[src/rtl/spi_pkg.sv]
// Shared SPI lab definitions: receiver FSM state encoding and default frame geometry.
package spi_pkg;

  typedef enum logic [1:0] {
    IDLE  = 2'd0,
    SETUP = 2'd1,
    HIGH  = 2'd2,
    LOW   = 2'd3
  } state_t;

  localparam int DEF_DATA_W  = 8;
  localparam int DEF_CLK_DIV = 4;

endpackage

[src/rtl/read_from_slave_if.sv]
// SPI receive-side bus: frame request, serial lines and received-word outputs.
// Handshake: rx_valid is a single-cycle strobe with no ready; rx_data is valid
// whenever rx_valid is high and holds until the next completed frame. start is
// a level request and is only looked at while the receiver is idle.
interface read_from_slave_if #(
  parameter int DATA_W = 8
);
  logic              start;
  logic              MISO;
  logic              SLK;
  logic              CS;
  logic              busy;
  logic [DATA_W-1:0] rx_data;
  logic              rx_valid;

  // Receiver side (the SPI master that clocks the slave).
  modport master (
    input  start,
    input  MISO,
    output SLK,
    output CS,
    output busy,
    output rx_data,
    output rx_valid
  );

  // Environment side: requests frames, drives MISO, consumes the word.
  modport slave (
    output start,
    output MISO,
    input  SLK,
    input  CS,
    input  busy,
    input  rx_data,
    input  rx_valid
  );
endinterface

[src/rtl/read_from_slave_sync2.sv]
// Two-flop synchronizer for the asynchronous MISO line, reset to 0.
module sync2 (
  input  logic clk,
  input  logic rst,
  input  logic d,
  output logic q
);
  logic meta;

  // Two back-to-back flops to settle metastability.
  always_ff @(posedge clk or posedge rst) begin
    if (rst) begin
      meta <= 1'b0;
      q    <= 1'b0;
    end else begin
      meta <= d;
      q    <= meta;
    end
  end
endmodule

[src/rtl/read_from_slave.sv]
// SPI master receiver: on start, raises CS, emits DATA_W SLK pulses and shifts
// MISO in MSB first on each SLK fall, then strobes rx_valid with the word.
// Optional build macro SPI_MISO_SYNC_EN inserts a two-flop MISO synchronizer
// (requires CLK_DIV >= 3 so the synced bit is stable at the sample edge).
module read_from_slave
  import spi_pkg::*;
#(
  parameter int CLK_DIV = DEF_CLK_DIV,
  parameter int DATA_W  = DEF_DATA_W
) (
  input  logic               clk,
  input  logic               rst,
  read_from_slave_if.master  bus,
  output state_t             dbg_state
);
  localparam int PH_W = $clog2(CLK_DIV + 1);
  localparam int BC_W = $clog2(DATA_W + 1);

  state_t            state;
  logic [PH_W-1:0]   phase;
  logic [BC_W-1:0]   bitcnt;
  logic [DATA_W-1:0] shreg;
  logic              miso_s;
  logic              phase_end;

`ifdef SPI_MISO_SYNC_EN
  // The synchronizer adds two cycles of delay, which must fit inside one SLK
  // high phase so the sampled bit belongs to the current pulse.
  if (CLK_DIV < 3) begin : g_clk_div_check
    $error("read_from_slave: CLK_DIV must be >= 3 with SPI_MISO_SYNC_EN");
  end

  sync2 u_sync (
    .clk (clk),
    .rst (rst),
    .d   (bus.MISO),
    .q   (miso_s)
  );
`else
  assign miso_s = bus.MISO;
`endif

  assign phase_end = (phase == PH_W'(CLK_DIV - 1));
  assign dbg_state = state;

  // Frame FSM with phase/bit counters, shift register and registered outputs.
  always_ff @(posedge clk or posedge rst) begin
    if (rst) begin
      state        <= IDLE;
      phase        <= '0;
      bitcnt       <= '0;
      shreg        <= '0;
      bus.SLK      <= 1'b0;
      bus.CS       <= 1'b0;
      bus.busy     <= 1'b0;
      bus.rx_data  <= '0;
      bus.rx_valid <= 1'b0;
    end else begin
      bus.rx_valid <= 1'b0;
      case (state)
        IDLE: begin
          if (bus.start) begin
            state    <= SETUP;
            phase    <= '0;
            bitcnt   <= '0;
            bus.CS   <= 1'b1;
            bus.busy <= 1'b1;
            bus.SLK  <= 1'b0;
          end
        end
        SETUP: begin
          if (phase_end) begin
            state   <= HIGH;
            phase   <= '0;
            bus.SLK <= 1'b1;
          end else begin
            phase <= phase + PH_W'(1);
          end
        end
        HIGH: begin
          if (phase_end) begin
            // SLK falls here: this is the MISO sample point.
            state   <= LOW;
            phase   <= '0;
            bus.SLK <= 1'b0;
            shreg   <= {shreg[DATA_W-2:0], miso_s};
            bitcnt  <= bitcnt + BC_W'(1);
          end else begin
            phase <= phase + PH_W'(1);
          end
        end
        LOW: begin
          if (phase_end) begin
            phase <= '0;
            if (bitcnt < BC_W'(DATA_W)) begin
              state   <= HIGH;
              bus.SLK <= 1'b1;
            end else begin
              state        <= IDLE;
              bus.CS       <= 1'b0;
              bus.busy     <= 1'b0;
              bus.rx_data  <= shreg;
              bus.rx_valid <= 1'b1;
            end
          end else begin
            phase <= phase + PH_W'(1);
          end
        end
        default: state <= IDLE;
      endcase
    end
  end
endmodule

[src/flat_wrapper.sv]
// flat-port wrapper written by rule: the top's interface ports become plain ports
module read_from_slave_flat import spi_pkg::*;
#(
  parameter int CLK_DIV = DEF_CLK_DIV,
  parameter int DATA_W  = DEF_DATA_W
)
  (clk, rst, dbg_state, bus_start, bus_MISO, bus_SLK, bus_CS, bus_busy, bus_rx_data, bus_rx_valid);
  read_from_slave_if #(.DATA_W(DATA_W)) bus_i ();
  input  logic clk;
  input  logic rst;
  output state_t dbg_state;
  input wire logic [$bits(bus_i.start)-1:0] bus_start;
  input wire logic [$bits(bus_i.MISO)-1:0] bus_MISO;
  output wire logic [$bits(bus_i.SLK)-1:0] bus_SLK;
  output wire logic [$bits(bus_i.CS)-1:0] bus_CS;
  output wire logic [$bits(bus_i.busy)-1:0] bus_busy;
  output wire logic [$bits(bus_i.rx_data)-1:0] bus_rx_data;
  output wire logic [$bits(bus_i.rx_valid)-1:0] bus_rx_valid;
  assign bus_i.start = bus_start;
  assign bus_i.MISO = bus_MISO;
  assign bus_SLK = bus_i.SLK;
  assign bus_CS = bus_i.CS;
  assign bus_busy = bus_i.busy;
  assign bus_rx_data = bus_i.rx_data;
  assign bus_rx_valid = bus_i.rx_valid;
  read_from_slave #(.CLK_DIV(CLK_DIV), .DATA_W(DATA_W)) u_core (.clk(clk), .rst(rst), .bus(bus_i), .dbg_state(dbg_state));
endmodule
[config.mk]
export PLATFORM = sky130hd
export DESIGN_NAME = read_from_slave_flat
export DESIGN_NICKNAME = d
export VERILOG_FILES = /design/src/rtl/spi_pkg.sv /design/src/rtl/read_from_slave_if.sv /design/src/rtl/read_from_slave_sync2.sv /design/src/rtl/read_from_slave.sv /design/src/flat_wrapper.sv
export SDC_FILE = /design/constraint.sdc
export NUM_CORES = 1
export LEC_CHECK = 0
export BUFFER_PORTS_ARGS = -buffer_cell sky130_fd_sc_hd__buf_2
export CELL_PAD_IN_SITES_DETAIL_PLACEMENT = 0
export CELL_PAD_IN_SITES_GLOBAL_PLACEMENT = 1
export CORE_MARGIN = 3
export CORE_UTILIZATION = 47
export CTS_CLUSTER_DIAMETER = 50
export CTS_CLUSTER_SIZE = 40
export DETAILED_ROUTE_END_ITERATION = 12
export PLACE_DENSITY = 0.77
export SYNTH_ARGS = -nofsm -noshare
export SYNTH_HDL_FRONTEND = slang
export SYNTH_SLANG_ARGS = --single-unit
[constraint.sdc]
create_clock -name clk -period 3.5 [get_ports clk]
set_input_delay 0.175 -clock clk [delete_from_list [all_inputs] [get_ports clk]]
set_output_delay 0.175 -clock clk [all_outputs]
set_load 0.01 [all_outputs]
Word level (Yosys, flattened, before mapping)
Index checks and enable logic that the tools add are counted.
Storage, ports and cells
  flip-flop bits (word level): 28
  latch bits: 0
  memory bits (writable): 0
  memory bits (read-only): 0
  bits of input ports: 4
  output and inout bits: 14
  logic and storage cells: 57
  memories: 0
Operators by class
  add/subtract/negate cells: 2
  $mul: 0
  div/mod/pow operators: 0
  magnitude comparators: 1
  equal/unequal tests: 10
  shift-type cells: 0
  multiplexer cells: 25
  bitwise operators: 1
  reduce and logical (&&, ||, !) cells: 10
Operators by type and width (number)
  1-bit 2-to-1 mux: 11
  2-bit 2-to-1 mux: 5
  4-bit 2-to-1 mux: 2
  2-bit by 1-bit inequality test with 1-bit output, second input constant: 4
  2-bit case mux with 4 select lines: 1
  4-bit case mux with 2 select lines: 1
  4-bit AND reduction: 2
  3-bit 2-to-1 mux: 2
  3-bit case mux with 2 select lines: 1
  3-bit AND reduction: 2
  5-bit AND reduction: 1
  4-bit by 1-bit adder with 4-bit output, second input constant: 1
  2-bit equality test, second input constant: 2
  4-bit less-than comparator, second input constant: 1
  2-bit inequality test, second input constant: 2
  1-bit case mux with 4 select lines: 1
  2-bit nonzero test: 2
  3-bit by 1-bit adder with 3-bit output, second input constant: 1
  3-bit by 2-bit equality test with 1-bit output, second input constant: 1
  3-bit OR reduction: 1
  2-bit by 1-bit equality test with 1-bit output, second input constant: 1
  2-bit logical NOT: 1
  1-bit case mux with 2 select lines: 1
  2-bit AND reduction: 1
  1-bit NOT: 1

Longest topological paths before layout
  word-level depth: 4
  depth in mapped cells: 5
  mapped depth without buffers: 4

Least setup slack after synthesis
No wires, ideal clock.
  path type: flip-flop to flip-flop
  start: register u_core.phase[0]
  end: register u_core.bus.rx_data[0]
  setup time: 0.125 ns
  arrival: 1.558 ns
  required time: 3.375 ns
  setup slack: 1.818 ns
  stages on the path, launching flop included: 5
  path buffers: 0
  period minus slack after synthesis: 1.682 ns
  cells stage by stage: dfrtp_1 ha_1 or2b_4 nor4_4 mux2_2
On the way
  cells in the longest elaborated chain, start to end: 2
RTL lines
  from (decl): RTL line read_from_slave.sv:20  | logic [PH_W-1:0] phase;
  from (signal assigned): RTL line read_from_slave.sv:77  | phase <= phase + PH_W'(1);
  from (signal assigned): RTL line read_from_slave.sv:89  | phase <= phase + PH_W'(1);
  from (signal assigned): RTL line read_from_slave.sv:106  | phase <= phase + PH_W'(1);
  3-bit by 2-bit equality test with 1-bit output: RTL line read_from_slave.sv:43  | assign phase_end = (phase == PH_W'(CLK_DIV - 1));
  3-bit AND reduction (no source line)
  to (signal assigned): RTL line read_from_slave.sv:102  | bus.rx_data <= shreg;
  to (decl): RTL line read_from_slave_if.sv:23  | output rx_data,
No other way between the ends.
A chain may end at the register's enable or synchronous reset.

Worst setup path after layout
  start: register u_core.phase[0]
  end: register u_core.bus.rx_data[2]
Same word-level chain as after synthesis.

==> flow_summary_export.csv <==
group,metric,value,unit
clock_tree,postCtsResizedCells,0,
sta,slew_viol_final,0,
finish,drive_above_1_share,40.0,%
drt,drt-initial-drc-count,13,
sta,worst_slew_pin_slew,1.03,ns
placement,hpwl,1320,um
drt,viasPerCell,5.47,
clock_tree,root_buffer,"clkbuf_4",
logic_synthesis,synthesis.area,1190,sq um
run,drv_cap,0,
finish,finish.net_count,112,
floorplanning,num_rows,17,
floorplanning,start_util,51.6,%
finish,area_delta_synth_final,12.4,%
global_routing,met2_usage,21.4,%
logic_synthesis,synth.avg_cell_area,13.5,sq um
clock_tree,clk_latency,0.32,ns
clock_tree,cts_max_level,1,
sta,rsz0062_at_grt,"no",
clock_tree,cts_sinks,28,
finish,utilization,58.1,%
power,p_leak,0.000684,uW
logic_synthesis,syn_inst,88,
sta,slew_headroom,31.2,%
logic_synthesis,ys_types,27,
global_routing,top_usage_layer,"met2",
global_routing,met3_usage,2.55,%
sta,fin_crit_sh,53.9,%
sta,final.setup.tns,0,ns
floorplanning,die_x,56.2,um
setup_path,rrSetupSlack,1.62,ns
global_routing,grt_pass1_vias,751,
clock_tree,cts_made_buffers,3,
logic_synthesis,synth.area.top_cells,"dfrtp_1 59%, mux2_2 16%, a21oi_1 2.5%, ha_1 2.1%, nor4_4 1.8%",
setup_path,r2r_cells,4,
worst_hold_path,hp-class,"in -> async",
clock_tree,cts_hold_buf,0,
setup_path,r2r-start,"u_core.phase[0]",
drt,firstDrtPassIters,2,
sta,period_needed,1.88,ns
status,status,"finished, final reports clean",
sta,whs,0.0731,ns
setup_path,worstPathRequired,3.72,ns
setup_path,cp-start-kind,"register",
global_routing,antenna_found_initial,0,
global_routing,grt_pass1_wl,3460,um
setup_path,end_kind,"register",
global_routing,grt.met1_usage,19.1,%
floorplanning,core,2300,sq um
setup_path,reg2reg_to,"u_core.bus.rx_data[2]",
global_routing,grt_max_degree,29,
setup_path,worstPathArrival,2.10,ns
power,powerDensity,780,nW/um^2
drt,ant_nets,0,
global_routing,gr-total-overflow,0,
drt,wl_per_cell,14.3,um
placement,port_buffers,17,
clock_tree,cts_tree,"built",
floorplanning,ios,18,
floorplanning,fp.dieH,56.2,um
logic_synthesis,ys_seq_area_share,59.1,%
power,p_total,1040,uW
placement,place.gp.congestion,0.716,
drt,drc,0,
sta,fmax,0.531,GHz
drt,vias,727,
clock_tree,cts_buffer_depth,2,
sta,finalSetupViolCount,0,
clock_tree,clkSlewWorstSetupHoldPaths,0.15,ns
clock_tree,cts_setup_buffers,0,
setup_path,crit_type,"reg -> reg",
sta,skew,0.00785,ns
setup_path,crit_fanout,10,
logic_synthesis,yosysWarnings,0,
finish,antenna_cells,0,
floorplanning,dieArea,3160,sq um
sta,hold_violations,0,
logic_synthesis,yosys.area.top_type_share,59.1,%
power,ir_worst_vdd,0.000420,V
logic_synthesis,ys_seq_elements,28,
logic_synthesis,syn_nets,94,
global_routing,grtUsageTotal,13.6,%
logic_synthesis,synth_top_cell_by_area,"dfrtp_1",
drt,wl,1900,um
per-layer routing:
layer  vias to the layer above  share of wire [%]  wire [um]
met3                         2                4.0         77
met1                       363                 50        944
met5                         -                  0          0
li1                        348                  -          -
met4                         0               0.84         16
met2                        14                 45        864
kinds of logic after synthesis:
family,share of synthesized area (%)
compound gates,8.12
fa+ha+maj,2.11
buf+inv,3.69
flops,59.1
mux,17.8
simple gates,9.18
worst max-delay path, cell delays in order (launching register included):
cell	delay, ns
dfrtp_1	0.40
ha_1	0.20
or2b_4	0.30
nor4_4	0.48
mux2_2	0.40
final cells by class:
cell class                 instances  area (sq um)
tap                               28          35.0
inverter                           5          18.8
clock buffer                       3          22.5
timing repair buffer              17          85.1
clock inverter                     1          30.0
fill                             185           963
multi-input combinational         51           442
sequential                        28           701
per-stage QoR:
stage | instances | instance area (sq um) | worst slack, ns
floorplan | 88 | 1190 | 1.82
global placement | 129 | 1280 | 1.64
detailed placement | 129 | 1280 | 1.60
CTS | 133 | 1330 | 1.58
global route | 133 | 1330 | 1.46
finish | 133 | 1330 | 1.62
how the worst max path moves through the flow:
stage	from	to	slack [ns]
2_1_floorplan	u_core.phase[0]	u_core.bus.rx_data[0]	1.82
3_3_place_gp	u_core.phase[0]	u_core.bus.rx_data[2]	1.64
3_5_place_dp	u_core.phase[0]	u_core.bus.rx_data[1]	1.60
4_1_cts	u_core.phase[0]	u_core.bus.rx_data[0]	1.58
5_1_grt	u_core.phase[0]	u_core.bus.rx_data[2]	1.46
6_report	u_core.phase[0]	u_core.bus.rx_data[2]	1.62
sequential cells by signal (all words and copies together), names as in the netlist:
name,count
u_core.dbg_state,2
u_core.bus.rx_valid,1
u_core.bus.SLK,1
u_core.bus.rx_data,8
u_core.bus.busy,1
u_core.shreg,8
u_core.phase,3
u_core.bitcnt,4
Yosys cell counts, drive strengths merged:
cell type / n
nor2b: 1
and3: 1
o211a: 1
o21ai: 2
mux2: 17
ha: 2
o41ai: 1
nand3b: 1
a21oi: 6
buf: 4
or3b: 1
a211oi: 1
mux2i: 2
nor4: 1
inv: 5
o31ai: 2
or2b: 1
nand4: 1
nor2: 3
o22ai: 1
nand2b: 1
a22o: 1
dfrtp: 28
and4bb: 1
nand2: 3
power breakdown:
part           internal, uW  leakage [uW]  switching (uW)
combinational           162      0.000292             153
sequential              423      0.000365            94.3
clock                   116     0.0000279            92.0
total                   701      0.000684             339
cells in the final DEF (no fill, tap or decap), drive strengths merged:
cell / n
nand3b: 1
bufinv: 1
inv: 5
o211a: 1
o22ai: 1
o31ai: 2
ha: 2
nor4: 1
nand2b: 1
nor2: 3
nand4: 1
buf: 17
or3b: 1
and3: 1
nand2: 3
o21ai: 2
or2b: 1
a211oi: 1
mux2: 17
a22o: 1
nor2b: 1
mux2i: 2
clkbuf: 3
and4bb: 1
a21oi: 6
dfrtp: 28
o41ai: 1
No activity file was read; power rests on OpenSTA's default activity.
